--- src/rtl/echo_pkg.sv ---
// Shared definitions for the echo queue: rule bit indices and the message layout.
package echo_pkg;

  localparam int RULE_DELAY   = 0;
  localparam int RULE_RESPOND = 1;
  localparam int RULE_COUNT   = 2;

  localparam int METH_W_DEF = 32;
  localparam int DATA_W_DEF = 32;

  typedef struct packed {
    logic [METH_W_DEF-1:0] meth;
    logic [DATA_W_DEF-1:0] v;
  } echo_msg_t;

endpackage

--- src/rtl/echo_fifo.sv ---
// Circular buffer holding queued messages. The head entry is presented
// combinationally and is captured by the consumer's output register.
module echo_fifo #(
  parameter int W     = 64,
  parameter int DEPTH = 4
) (
  input  logic                       CLK,
  input  logic                       nRST,
  input  logic                       wr_en,
  input  logic [W-1:0]               wr_data,
  input  logic                       rd_en,
  output logic [W-1:0]               head,
  output logic                       full,
  output logic                       empty,
  output logic [$clog2(DEPTH+1)-1:0] count
);

  localparam int PTR_W = $clog2(DEPTH);
  localparam int CW    = $clog2(DEPTH+1);

  logic [W-1:0]     mem [DEPTH];
  logic [PTR_W-1:0] wr_ptr, rd_ptr;

  assign head  = mem[rd_ptr];
  assign full  = (count == CW'(DEPTH));
  assign empty = (count == '0);

  // Storage carries no reset; only the pointers and count define validity.
  always_ff @(posedge CLK) begin
    if (wr_en) mem[wr_ptr] <= wr_data;
  end

  // DEPTH is a power of two, so pointers wrap by natural overflow.
  always_ff @(posedge CLK) begin
    if (!nRST) begin
      wr_ptr <= '0;
      rd_ptr <= '0;
      count  <= '0;
    end else begin
      if (wr_en) wr_ptr <= wr_ptr + 1'b1;
      if (rd_en) rd_ptr <= rd_ptr + 1'b1;
      if (wr_en && !rd_en)      count <= count + 1'b1;
      else if (rd_en && !wr_en) count <= count - 1'b1;
    end
  end

endmodule

--- src/rtl/echo_queue.sv ---
// Queued echo block: say enqueues, delay_rule loads the output stage,
// respond_rule delivers it through the heard handshake.
module echo_queue
  import echo_pkg::*;
#(
  parameter int METH_W = 32,
  parameter int DATA_W = 32,
  parameter int DEPTH  = 4,
  parameter int CNT_W  = 16
) (
  input  logic                       CLK,
  input  logic                       nRST,
  input  logic                       say__ENA,
  input  logic [METH_W-1:0]          say_meth,
  input  logic [DATA_W-1:0]          say_v,
  output logic                       say__RDY,
  output logic                       indication_heard__ENA,
  output logic [METH_W-1:0]          indication_heard_meth,
  output logic [DATA_W-1:0]          indication_heard_v,
  input  logic                       indication_heard__RDY,
  input  logic [RULE_COUNT-1:0]      rule_enable,
  output logic [RULE_COUNT-1:0]      rule_ready,
  output logic [$clog2(DEPTH+1)-1:0] occupancy,
  output logic [CNT_W-1:0]           heard_count
);

  localparam int W = METH_W + DATA_W;

  logic              full, empty, out_valid;
  logic [W-1:0]      head;
  logic [METH_W-1:0] out_meth;
  logic [DATA_W-1:0] out_v;
  logic              say_fire, delay_fire, respond_fire;

  assign say__RDY                 = !full;
  assign rule_ready[RULE_DELAY]   = !empty && !out_valid;
  assign rule_ready[RULE_RESPOND] = out_valid && indication_heard__RDY;

  assign say_fire     = say__ENA && say__RDY;
  assign delay_fire   = rule_enable[RULE_DELAY] && rule_ready[RULE_DELAY];
  // Qualified by nRST so a message being flushed is never reported as delivered.
  assign respond_fire = rule_enable[RULE_RESPOND] && rule_ready[RULE_RESPOND] && nRST;

  assign indication_heard__ENA  = respond_fire;
  assign indication_heard_meth  = out_meth;
  assign indication_heard_v     = out_v;

  echo_fifo #(.W(W), .DEPTH(DEPTH)) u_fifo (
    .CLK     (CLK),
    .nRST    (nRST),
    .wr_en   (say_fire),
    .wr_data ({say_meth, say_v}),
    .rd_en   (delay_fire),
    .head    (head),
    .full    (full),
    .empty   (empty),
    .count   (occupancy)
  );

  // delay and respond are mutually exclusive through out_valid.
  always_ff @(posedge CLK) begin
    if (!nRST) begin
      out_valid   <= 1'b0;
      out_meth    <= '0;
      out_v       <= '0;
      heard_count <= '0;
    end else if (delay_fire) begin
      out_valid <= 1'b1;
      out_meth  <= head[W-1:DATA_W];
      out_v     <= head[DATA_W-1:0];
    end else if (respond_fire) begin
      out_valid   <= 1'b0;
      heard_count <= heard_count + 1'b1;
    end
  end

endmodule

--- config.mk ---
export PLATFORM = sky130hd
export DESIGN_NAME = echo_queue
export DESIGN_NICKNAME = d
export VERILOG_FILES = /design/src/rtl/echo_pkg.sv /design/src/rtl/echo_fifo.sv /design/src/rtl/echo_queue.sv
export SDC_FILE = /design/constraint.sdc
export NUM_CORES = 1
export LEC_CHECK = 0
export CAP_MARGIN = 20
export CORE_ASPECT_RATIO = 0.5
export CORE_MARGIN = 2
export CORE_UTILIZATION = 55
export CTS_BUF_LIST = sky130_fd_sc_hd__clkbuf_16
export CTS_CLUSTER_SIZE = 8
export DETAILED_ROUTE_END_ITERATION = 12
export PLACE_DENSITY_LB_ADDON = 0.3
export SKIP_CTS_REPAIR_TIMING = 1
export SYNTH_ARGS = -nofsm -noshare
export SYNTH_HDL_FRONTEND = slang
export SYNTH_SLANG_ARGS = --single-unit
--- constraint.sdc ---
create_clock -name CLK -period 3.32 [get_ports CLK]
set_input_delay 0.664 -clock CLK [delete_from_list [all_inputs] [get_ports CLK]]
set_output_delay 0.664 -clock CLK [all_outputs]
set_load 0.03 [all_outputs]
# == After elaboration in Yosys (flattened, before gate mapping) ==
# Memories as Yosys holds them, arrays and structs flattened. A register that Yosys moved wholly into a read port is not among the register bits.
# Index checks and enable logic that the tools add are counted.
# op_classes
add_sub_neg,5
n_bitwise,1
eq_ne,1
n_reduce_logical,18
n_mux,6
# ops
op,count
$add A16 B1 Y16 const B,1
$logic_and A1 B1 Y1,8
$logic_not A1 Y1,6
$mux W3,2
$add A2 B1 Y2 const B,2
$mux W1,4
$reduce_bool A2 Y1,2
$add A3 B1 Y3 const B,1
$eq A3 B3 Y1 const B,1
$logic_not A3 Y1,1
$sub A3 B1 Y3 const B,1
$reduce_and A2 Y1,1
$not A1 Y1,1
# totals
mem_bits_rw,256
input_bits,70
mem_count,1
register_bits,24
output_inout_bits,87
# mem_list
name,words,word_bits,read_ports,rd_ports_with_merged_regs,wr,line_no,source
u_fifo.mem,4,64,1,1,1,echo_fifo.sv:21,logic [W-1:0] mem [DEPTH];

# == Depth between registers and ports, before layout ==
# depth
ltp_word,7
mapped_depth,11
mapped_depth_nobuf,9

# == By module ==
# Synthesis repeated with hierarchy kept, for this count alone.
# hier_totals
cells_unflattened,745
area_unflattened_um2,12703.4
# modules_own_cells
mod,cells_each,instances,area_per_inst_um2
echo_fifo,377,1,9755.6
echo_queue,368,1,2947.8

# == Least setup slack after synthesis ==
# OpenSTA, ideal clock, no wires.
# synth_path
path_type,reg-to-reg
from,register u_fifo.count[0]
to,"memory u_fifo.mem[1][0], enable pin"
t_arrival_ps,2647
n_path_buf,0
setup_slack_ps,244
synth_period_minus_slack_ps,3076
path_stages_with_launch,4
required_time_ps,2891
setup_ps,429
cell_sequence,dfxtp_1 > nor2_1 > a21boi_1 > and2_1
# synth_between
elab_chain_len,5
# synth_rtl
element,line_no,source
"start, declared",echo_fifo.sv:15,output logic [$clog2(DEPTH+1)-1:0] count
"start signal, assigned",echo_fifo.sv:42,if (wr_en && !rd_en) count <= count + 1'b1;
"start signal, assigned",echo_fifo.sv:43,else if (rd_en && !wr_en) count <= count - 1'b1;
$eq A3 B3 Y1,echo_fifo.sv:25,assign full = (count == CW'(DEPTH));
$logic_not A1 Y1,echo_queue.sv:35,assign say__RDY = !full;
$logic_and A1 B1 Y1,echo_queue.sv:39,assign say_fire = say__ENA && say__RDY;
net say_fire,echo_queue.sv:33,"logic say_fire, delay_fire, respond_fire;"
$mux W1,echo_fifo.sv:30,if (wr_en) mem[wr_ptr] <= wr_data;
$mux W1 (not written as such),echo_fifo.sv:30,
"end, declared",echo_fifo.sv:21,
# The timed path passes the listed nets, and every way through them passes these cells.

# == Final worst setup path ==
# layout_path
from,input nRST
to,output indication_heard__ENA
# layout_between
elab_chain_len,1
# layout_rtl
element,line_no,source
"start, declared",echo_queue.sv:12,"input logic nRST,"
$logic_and A1 B1 Y1,echo_queue.sv:42,assign respond_fire = rule_enable[RULE_RESPOND] && rule_ready[RULE_RESPOND] && nRST;
"end, declared",echo_queue.sv:17,"output logic indication_heard__ENA,"
# Every way passes these cells.

==> results.txt <==
Hold crit path type -> reg2reg
CTS root buf -> clkbuf_16
Initial drt markers -> 525
Gr usage total -> 22.26%
Max layer used -> met4
Area of the multi-input gates -> 2922 um2
Synth Instances -> 747
Synth top area cells -> edfxtp_1 (61%), dfxtp_1 (14%), mux4_2 (11%), nand2_1 (4.2%), a21oi_1 (2.8%)
RSZ-0062 raised after global routing -> false
Cell variety after synth -> 33
Async SR Flop Fraction -> 0%
Antenna-violating nets left -> 0
Register Area -> 9457 um2
# IOs -> 157
Clk sink count -> 344
Slew HR -> 42.52%
Status -> complete, no violations
Initial DRT Pass Iterations -> 5
Family with the most delay on the worst path -> buffers and inverters
Yosys top cell by area -> edfxtp_1
H-tree depth -> 2
First-pass GRT wire length -> 41.04 mm
Final Cycle Share -> 89.33%
Synth cell count leaders -> edfxtp_1 (256), nand2_1 (139), dfxtp_1 (88)
Crit-path cells -> clkdlybuf4s50_1, nand4_1, clkinv_1, clkdlybuf4s50_1
Minimum clock period -> 2.966 ns
Skew final -> 0.01020 ns
Worst EP required -> 2.66 ns
Synth Area per Inst -> 16.80 um2
Nets@finish -> 1016
Core Region -> 22590 um2
Worst reg2reg setup slack -> 0.94 ns
TritonCTS Buffers -> 48
Synth warn -> 0
Synth top area share -> 61.24%
Per-cell routed wire length -> 20.14 um
Pwr per Cell Area -> 809.0 nW/um2
Die W -> 217.7 um
Post-Syn Nets -> 824
Global route overflow -> 0
Antenna violations before repair -> 1
FF+latch count, synth -> 344
Mapped Area -> 12550 um2
# port buffers -> 156
Crit. End Element -> output port
Setup TNS Final -> 0 ns
Number of flops mapped to enable cells by yosys -> 256
Critical-path maximum fanout -> 8
Final HPWL DP -> 15.01 mm
# Max-Cap Violations -> 0
Metal3 WL -> 1.311 mm
Skew-Pair Late Insertion Delay -> 0.53 ns
Post-Place Cells -> 1196
Count leader, synth -> edfxtp_1
Startpoint types -> input port
Routed WL -> 25.89 mm
# DRC -> 0
Leak Pwr -> 5.408 nW
GPL Wtd Cong -> 0.8221
Setup Viol. Count Final -> 0
Number of global-route vias before repair -> 7376
FMAX -> 337.2 MHz
Largest net degree at the start of global routing -> 67
Vias -> 7015
Max VDD drop -> 0.4181 mV
Max Root-Sink Buffers -> 3
Endpoints failing hold -> 0
Die ar. -> 24120 um2
Area grow syn2layout -> 27.61%
Post-synthesis sequential area ratio -> 75.27%
Main synth FF type -> edfxtp_1
CP Class -> in2out
Crit path buf inv count -> 3
Rows -> 39
Die height -> 110.8 um
Most frequent CP cell -> clkdlybuf4s50_1
Slowest cell on the critical path -> clkdlybuf4s50_1
Met1 WL -> 11.35 mm
Pins Over Slew Limit -> 0
Worst Path Arrival -> 2.30 ns
Worst-path clk slew -> 0.05 ns
Share of cells above drive strength 1 -> 15.66%
Worst-margin pin slew -> 0.8622 ns
CP peak stage delay -> 0.70 ns
Met2 wire length -> 12.98 mm
Non-filler cells, final -> 1285
Starting density of the core -> 55.56%
Fillers -> 1458
CTS tree -> done
DR vias/cell -> 5.459
[worst paths after layout]
| path | from | end | cells after the start |
|---|---|---|---|
| max | nRST | indication_heard__ENA | 4 |
| min | indication_heard_v[23]$_SDFFE_PN0P_ | indication_heard_v[23]$_SDFFE_PN0P_ | 2 |
| max reg2reg | u_fifo.count[0]$_SDFFE_PN0P_ | u_fifo.count[2]$_SDFFE_PN0P_ | 9 |
| min reg2reg | indication_heard_v[23]$_SDFFE_PN0P_ | indication_heard_v[23]$_SDFFE_PN0P_ | 2 |
[worst reg2reg max path: cells and delay by family, from the launching register on]
family                   cells  cell delay [ns]
AND/OR/NAND/NOR              3             0.94
adder cells (fa/ha/maj)      2             0.54
flip-flops                   1             0.38
XOR/XNOR                     1             0.18
AO/OA/AOI/OAI                1             0.14
buffers and inverters        2             0.12
[report_power, final]
part / internal, mW / switching (mW) / leakage [nW]
Clock: 2.68 / 1.71 / 0.820
Sequential: 5.24 / 0.335 / 3.06
Combinational: 1.34 / 1.65 / 1.52
Total: 9.26 / 3.70 / 5.41
[logic make-up (layout without fill, tap and decap cells)]
family                   Yosys count  in the layout  share of synthesized area (%)
flip-flops                       344            344                          75.27
AND/OR/NAND/NOR                  192            192                          6.508
AO/OA/AOI/OAI                     74             74                          2.990
multiplexers                      69             69                          11.88
buffers and inverters             46            276                          1.545
XOR/XNOR                          15             15                          1.047
adder cells (fa/ha/maj)            7              7                         0.7575
other                              0              1                              0
[state kept, by name, indices dropped and copies added (netlist names)]
signal                 count
u_fifo.mem               256
heard_count               16
out_valid                  1
u_fifo.wr_ptr              2
u_fifo.rd_ptr              2
indication_heard_v        32
u_fifo.count               3
indication_heard_meth     32
[cell type report]
cell class,count,area share [%]
antenna,1,0.01562
clock buffer,50,7.811
clock inverter,38,0.9685
inverter,8,0.1953
multi-input combinational,357,18.24
sequential,344,59.03
tap,307,2.398
timing repair buffer,180,11.34
[metrics by stage]
stage / cell area (um2) / setup WS [ns] / hold WS [ns] / power (mW) / utilization [%]
2_1_floorplan: 12550 / 0.2439 / 0.4581 / 7.549 / -
3_3_place_gp: 14610 / 0.3705 / 0.4420 / 8.612 / 64.67
3_5_place_dp: 14610 / 0.3533 / 0.4465 / 8.688 / 64.67
4_1_cts: 16020 / 0.3490 / 0.4561 / 13.10 / 70.89
5_1_grt: 16020 / 0.2962 / 0.4707 / 13.56 / 70.90
6_report: 16020 / 0.3543 / 0.4527 / 12.96 / 70.90
[cell usage in the layout, fill, tap and decap left out, types with 2 or more instances in the layout]
| cell type | instances |
|---|---|
| o21ai_0 | 3 |
| inv_1 | 42 |
| dfxtp_4 | 2 |
| dfxtp_1 | 86 |
| nand2b_1 | 2 |
| edfxtp_1 | 256 |
| and2_1 | 3 |
| xor2_1 | 8 |
| a21oi_1 | 69 |
| clkdlybuf4s50_1 | 156 |
| mux2i_1 | 5 |
| clkbuf_16 | 50 |
| or3_2 | 2 |
| nand4_1 | 5 |
| mux4_2 | 64 |
| nor2_1 | 18 |
| nand3_1 | 7 |
| buf_4 | 18 |
| or3_1 | 2 |
| buf_12 | 6 |
| ha_1 | 6 |
| and2_4 | 4 |
| nor4_1 | 4 |
| xnor2_1 | 7 |
| nand2_1 | 139 |
[routing by layer]
| layer | up-vias | track usage [%] |
|---|---|---|
| met1 | 3599 | 30.51 |
| met4 | 0 | 5.525 |
| met2 | 174 | 36.79 |
| li1 | 3218 | - |
| met5 | - | 0 |
| met3 | 24 | 4.883 |
Note: power is estimated with default switching activity, not from simulation.
